[src/rtl/entropy_ctrl_pkg.sv]
// Shared definitions for the entropy encoder control blocks: sequencer state
// encoding and the range value loaded at reset and at the end of every frame.
package entropy_ctrl_pkg;

    typedef enum logic [2:0] {
        ST_IDLE  = 3'd0,
        ST_READY = 3'd1,
        ST_ISSUE = 3'd2,
        ST_WAIT  = 3'd3,
        ST_FLUSH = 3'd4
    } seq_state_t;

    localparam logic [15:0] RANGE_INIT = 16'h8000;

endpackage

[src/rtl/sat_accumulator.sv]
// Accumulator that clamps at all-ones instead of wrapping; used for the
// per-frame symbol and bit statistics of the sequencer.
module sat_accumulator #(
    parameter int WIDTH     = 32,
    parameter int ADD_WIDTH = 5
) (
    input  logic                 clk,
    input  logic                 reset,
    input  logic                 clear,
    input  logic                 add_en,
    input  logic [ADD_WIDTH-1:0] add_val,
    output logic [WIDTH-1:0]     value
);

    logic [WIDTH-1:0] acc_q;
    logic [WIDTH:0]   sum;

    // One spare bit catches the carry out that signals saturation.
    assign sum = {1'b0, acc_q} + (WIDTH+1)'(add_val);

    always_ff @(posedge clk) begin
        if (reset || clear) begin
            acc_q <= '0;
        end else if (add_en) begin
            acc_q <= sum[WIDTH] ? '1 : sum[WIDTH-1:0];
        end
    end

    assign value = acc_q;

endmodule

[src/rtl/encoder_symbol_sequencer.sv]
// Issues one symbol at a time to the stage_1/stage_2 datapath, feeds the
// normalized range back as the next in_range, and requests a flush at frame end.
module encoder_symbol_sequencer
    import entropy_ctrl_pkg::*;
#(
    parameter int RANGE_WIDTH  = 16,
    parameter int D_SIZE       = 5,
    parameter int SYMBOL_WIDTH = 4,
    parameter int FB_TIMEOUT   = 15,
    parameter int CNT_WIDTH    = 32
) (
    input  logic                    clk,
    input  logic                    reset,
    input  logic                    s_valid,
    output logic                    s_ready,
    input  logic [RANGE_WIDTH-1:0]  s_fl,
    input  logic [RANGE_WIDTH-1:0]  s_fh,
    input  logic [SYMBOL_WIDTH-1:0] s_symbol,
    input  logic                    s_bool,
    input  logic                    s_last,
    output logic                    m_valid,
    output logic [RANGE_WIDTH-1:0]  m_fl,
    output logic [RANGE_WIDTH-1:0]  m_fh,
    output logic [SYMBOL_WIDTH-1:0] m_symbol,
    output logic                    m_bool,
    output logic [RANGE_WIDTH-1:0]  m_range,
    input  logic                    fb_valid,
    input  logic [RANGE_WIDTH-1:0]  fb_range,
    input  logic [D_SIZE-1:0]       fb_d,
    output logic                    flush_req,
    input  logic                    flush_ack,
    output logic                    busy,
    output logic [CNT_WIDTH-1:0]    sym_count,
    output logic [CNT_WIDTH-1:0]    bit_count,
    output logic                    err_timeout,
    output logic                    err_proto,
    output logic [2:0]              fsm_state
);

    localparam int TW = $clog2(FB_TIMEOUT + 1);
    localparam logic [RANGE_WIDTH-1:0] RANGE_INIT_W = RANGE_WIDTH'(RANGE_INIT);

    seq_state_t    state;
    logic          last_q;
    logic [TW-1:0] tmo_cnt;
    logic [TW:0]   tmo_next;
    logic          acc_add;
    logic          acc_clear;

    assign tmo_next  = {1'b0, tmo_cnt} + 1'b1;
    assign acc_add   = (state == ST_WAIT) && fb_valid;
    assign acc_clear = (state == ST_FLUSH) && flush_ack;
    assign fsm_state = state;

    // Upstream transfer: s_valid && s_ready at a rising edge; s_ready is only high
    // in IDLE/READY, and upstream must hold its data steady while s_ready is low.
    always_ff @(posedge clk) begin
        if (reset) begin
            state       <= ST_IDLE;
            s_ready     <= 1'b1;
            busy        <= 1'b0;
            m_valid     <= 1'b0;
            flush_req   <= 1'b0;
            m_fl        <= '0;
            m_fh        <= '0;
            m_symbol    <= '0;
            m_bool      <= 1'b0;
            m_range     <= RANGE_INIT_W;
            last_q      <= 1'b0;
            tmo_cnt     <= '0;
            err_timeout <= 1'b0;
            err_proto   <= 1'b0;
        end else begin
            m_valid <= 1'b0;
            if (fb_valid && state != ST_WAIT) begin
                err_proto <= 1'b1;
            end
            case (state)
                ST_IDLE, ST_READY: begin
                    if (s_valid) begin
                        m_fl     <= s_fl;
                        m_fh     <= s_fh;
                        m_symbol <= s_symbol;
                        m_bool   <= s_bool;
                        last_q   <= s_last;
                        m_valid  <= 1'b1;
                        s_ready  <= 1'b0;
                        busy     <= 1'b1;
                        tmo_cnt  <= '0;
                        state    <= ST_ISSUE;
                    end
                end
                ST_ISSUE: state <= ST_WAIT;
                ST_WAIT: begin
                    // A result arriving on the timeout cycle still counts as on time.
                    if (fb_valid) begin
                        m_range <= fb_range;
                        if (!fb_range[RANGE_WIDTH-1]) begin
                            err_proto <= 1'b1;
                        end
                        if (last_q) begin
                            flush_req <= 1'b1;
                            state     <= ST_FLUSH;
                        end else begin
                            s_ready <= 1'b1;
                            state   <= ST_READY;
                        end
                    end else if (tmo_next == (TW+1)'(FB_TIMEOUT)) begin
                        err_timeout <= 1'b1;
                        s_ready     <= 1'b1;
                        busy        <= 1'b0;
                        state       <= ST_IDLE;
                    end else begin
                        tmo_cnt <= tmo_next[TW-1:0];
                    end
                end
                ST_FLUSH: begin
                    if (flush_ack) begin
                        m_range   <= RANGE_INIT_W;
                        flush_req <= 1'b0;
                        s_ready   <= 1'b1;
                        busy      <= 1'b0;
                        state     <= ST_IDLE;
                    end
                end
                default: begin
                    s_ready   <= 1'b1;
                    busy      <= 1'b0;
                    flush_req <= 1'b0;
                    state     <= ST_IDLE;
                end
            endcase
        end
    end

    sat_accumulator #(.WIDTH(CNT_WIDTH), .ADD_WIDTH(1)) u_sym_acc (
        .clk     (clk),
        .reset   (reset),
        .clear   (acc_clear),
        .add_en  (acc_add),
        .add_val (1'b1),
        .value   (sym_count)
    );

    sat_accumulator #(.WIDTH(CNT_WIDTH), .ADD_WIDTH(D_SIZE)) u_bit_acc (
        .clk     (clk),
        .reset   (reset),
        .clear   (acc_clear),
        .add_en  (acc_add),
        .add_val (fb_d),
        .value   (bit_count)
    );

endmodule
[config.mk]
export PLATFORM = sky130hd
export DESIGN_NAME = encoder_symbol_sequencer
export DESIGN_NICKNAME = d
export VERILOG_FILES = /design/src/rtl/entropy_ctrl_pkg.sv /design/src/rtl/sat_accumulator.sv /design/src/rtl/encoder_symbol_sequencer.sv
export SDC_FILE = /design/constraint.sdc
export NUM_CORES = 1
export LEC_CHECK = 0
export ABC_AREA = 1
export ABC_CLOCK_PERIOD_IN_PS = 2300
export CAP_MARGIN = 0
export CORE_ASPECT_RATIO = 0.5
export CORE_MARGIN = 3
export CORE_UTILIZATION = 38
export DETAILED_ROUTE_END_ITERATION = 10
export PLACE_DENSITY = 0.77
export SYNTH_ARGS = -nofsm -noshare
export SYNTH_HDL_FRONTEND = slang
export SYNTH_SLANG_ARGS = --single-unit
[constraint.sdc]
create_clock -name clk -period 2.3 [get_ports clk]
set_clock_uncertainty 0.15 [all_clocks]
set_input_delay 0.46 -clock clk [delete_from_list [all_inputs] [get_ports clk]]
set_output_delay 0.46 -clock clk [all_outputs]
set_load 0.01 [all_outputs]
==> results.yml <==
power:
  switching_share_pct: 24.4
  power_mw: 5.70
  combPwrFrac_pct: 11.0
  leakage_nw: 3.69
  p_seq_share_pct: 42.2
  vdd.ir_drop.worst_mv: 0.493
  internal_power_mw: 4.31
  powerDensity_nw_per_um2: 584
  switching_power_mw: 1.39
  clkPwrFrac_pct: 46.8
setup_path:
  crit_top_cell: "nand2_1"
  worstSetupStartpointType: "primary input"
  r2r_cells: 9
  timing.rr.end: "u_sym_acc.value[25]$_SDFFE_PP0P_"
  path_max_fanout: 3
  required_ns: 2.47
  worst_ep_arrival_time_ns: 2.31
  path_cells: "clkdlybuf4s50_1, ha_2, fa_2, nand2_1, nand2_1, nand3_1, buf_4, a21oi_2, nand4_1, nand2_1, nand3_1, nand2_1, inv_1"
  cp_slowest_stage_delay_ns: 0.46
  path_class: "primary input to register"
  r2r_slack_ns: 0.24
  endpoint_kind: "register"
  r2r_start: "u_sym_acc.value[1]$_SDFFE_PP0P_"
  crit_slowest_cell: "clkdlybuf4s50_1"
drt:
  postRouteAntennaNets: 0
  top_layer_used: "met4"
  route.met2.wl_um: 9620
  vias_per_cell: 5.01
  wl_met1_um: 8870
  wl_met3_um: 1740
  dr.pass1.iters: 6
  vias: 7363
  drc: 0
  wl_per_cell_um: 14.1
  drt_iter0_markers: 506
  wl_um: 20600
clock_tree:
  htreeDepth: 4
  holdBufCountCts: 0
  cts_buffer_depth: 2
  clock_latency_ns: 0.42
  post_cts_buffers: 0
  cts_resized: 0
  clockRootBuffer: "clkbuf_16"
  clk_pin_slew_ns: 0.06
  cts_tree: "yes"
  cts.sink_count: 131
  cts_buffers: 17
floorplanning:
  coreArea_um2: 16800
  die_w_um: 194
  core.rowCount: 33
  fp.dieH_um: 100
  start_util_pct: 39.9
  pin_count: 190
  dieArea_um2: 19400
synth:
  synth_top_cell_by_area: "dfxtp_1"
  yosysSeqAreaShare_pct: 39.0
  synth_top_area_share_pct: 39.0
  synth_edf_count: 0
  synth-simple-area-share_pct: 36.7
  synth_most_common_cell: "nand2_1"
  synthMuxAreaShare_pct: 0.298
  synth-xor-area-share_pct: 3.91
  synthAdderAreaFrac_pct: 1.79
  async_reset_ff_share_pct: 0
  yosys_warnings: 0
  synth_ff_type: "dfxtp_1"
  syn_inst: 1006
  ys_ff_latch: 131
  synthTopCellsByArea: "dfxtp_1 (39%), nand2_1 (15%), nor2_1 (9.7%), nand3_1 (6.0%), a21oi_1 (5.7%)"
  synth_common_cells: "nand2_1 (261), nor2_1 (174), dfxtp_1 (131)"
  synth_cell_types: 39
  synth_area_per_cell_um2: 6.68
  synth_top_family_by_area: "simple AND/OR/NAND/NOR gates"
  syn-num-nets: 1079
  synth_compound_area_share_pct: 11.1
  syn_area_um2: 6720
finish:
  syn2layout_area_growth_pct: 45.4
  final_util_pct: 58.0
  num_antenna_cells: 0
  drive_gt1_share_pct: 9.10
  fill_cells: 1523
  stdcell_area_um2: 9770
  regArea_um2: 2620
  fin_cells: 1469
  layout.nets: 1302
  multiInputGateArea_um2: 3650
placed_design:
  dpl_cell_area_um2: 9170
  dp.cells: 1437
  port_buffers: 189
  post-place-ws_ns: -0.406
  place.gp.congestion: 0.912
  dpl.hpwl_um: 15600
worst_hold_path:
  min_to: "tmo_cnt[3]$_SDFFE_PP0P_"
  hp-class: "register to register"
  min_path_cells: 2
  hold_start: "tmo_cnt[3]$_SDFFE_PP0P_"
grt:
  grt_pass1_vias: 7034
  grt_pass1_wl_um: 34000
  grt_max_degree: 45
  grtUsageTotal_pct: 21.1
  antenna_found_initial: 0
  grt_overflow: 0
timing:
  fin_crit_sh_pct: 93.1
  rsz0062_at_grt: "false"
  slew_viol_final: 0
  finalHoldViolCount: 0
  setup_tns_ns: 0
  final.setup.worst_slack_ns: 0.158
  max_freq_mhz: 467
  holdWs_ns: 0.313
  fin_crit_ns: 2.14
  max-slew-margin-rel_pct: 67.0
  finalSetupViolations: 0
  worstMarginPinSlew_ns: 0.493
run_status:
  outcome: "finished clean"
run:
  maxCapViolCount: 0
routing by layer:
layer | GRT usage (%) | up-vias
met1 | 26.5 | 3338
met5 | 0 | -
met2 | 35.3 | 275
li1 | - | 3708
met4 | 6.89 | 0
met3 | 6.04 | 42
area by class of cell:
class	count	share of cell area, %
clock buffer	20	4.57
clock inverter	12	1.36
inverter	81	3.11
multi-input combinational	759	37.4
sequential	131	26.8
tap	227	2.91
timing repair buffer	239	23.8
cell usage in the layout, fill, tap and decap left out, drive strengths merged:
master,count
clkinv,3
o21ai,54
nand3b,6
nor3,13
o22a,1
a31o,1
nand2,264
or2,1
nand3,86
nand4,19
clkdlybuf4s50,189
fa,1
nor2,183
xnor2,10
a21oi,77
and2,2
nor3b,1
dfxtp,131
clkbuf,20
ha,8
mux2i,2
inv,82
o21bai,3
o211ai,1
clkinvlp,6
a31oi,5
bufinv,2
xor2,20
o21a,1
buf,50
state kept, by name (all words and copies together) (netlist names), 3 cells and up:
signal           count
fsm_state            3
m_fh                16
m_fl                16
m_range             16
m_symbol             4
tmo_cnt              4
u_bit_acc.value     32
u_sym_acc.value     32
power groups by stage:
stage	logic, mW	clock network [mW]	registers (mW)
detailed placement	0.630	0	2.46
global placement	0.622	0	2.45
floorplan	0.236	0	2.49
CTS	0.633	2.71	2.41
finish	0.629	2.67	2.41
global route	0.694	2.83	2.42
worst max path at each step:
stage / start / endpoint / slack, ns / cells past startpoint
floorplan: fb_d[0] / u_bit_acc.value[31]$_SDFFE_PP0P_ / 0.08 / 13
global placement: fb_d[0] / u_bit_acc.value[31]$_SDFFE_PP0P_ / -0.34 / 14
detailed placement: fb_d[0] / u_bit_acc.value[25]$_SDFFE_PP0P_ / -0.41 / 13
CTS: fb_d[0] / u_bit_acc.value[28]$_SDFFE_PP0P_ / 0.005 / 13
global route: u_sym_acc.value[1]$_SDFFE_PP0P_ / u_sym_acc.value[26]$_SDFFE_PP0P_ / 0.009 / 9
finish: fb_d[0] / u_bit_acc.value[30]$_SDFFE_PP0P_ / 0.16 / 13
worst max-delay path, delay by kind of cell:
| kind | cells | cell delay, ns |
|---|---|---|
| buffers and inverters | 3 | 0.65 |
| and+or+nand+nor | 7 | 0.60 |
| adders and majority gates | 2 | 0.38 |
| AOI/OAI and AO/OA | 1 | 0.22 |
cells by family after synthesis:
family | after synthesis
AOI/OAI and AO/OA | 143
xor gates and xnor gates | 30
muxes | 2
adders and majority gates | 9
DFF | 131
and+or+nand+nor | 575
buffers and inverters | 116
Note: power is estimated with default switching activity, not from simulation.
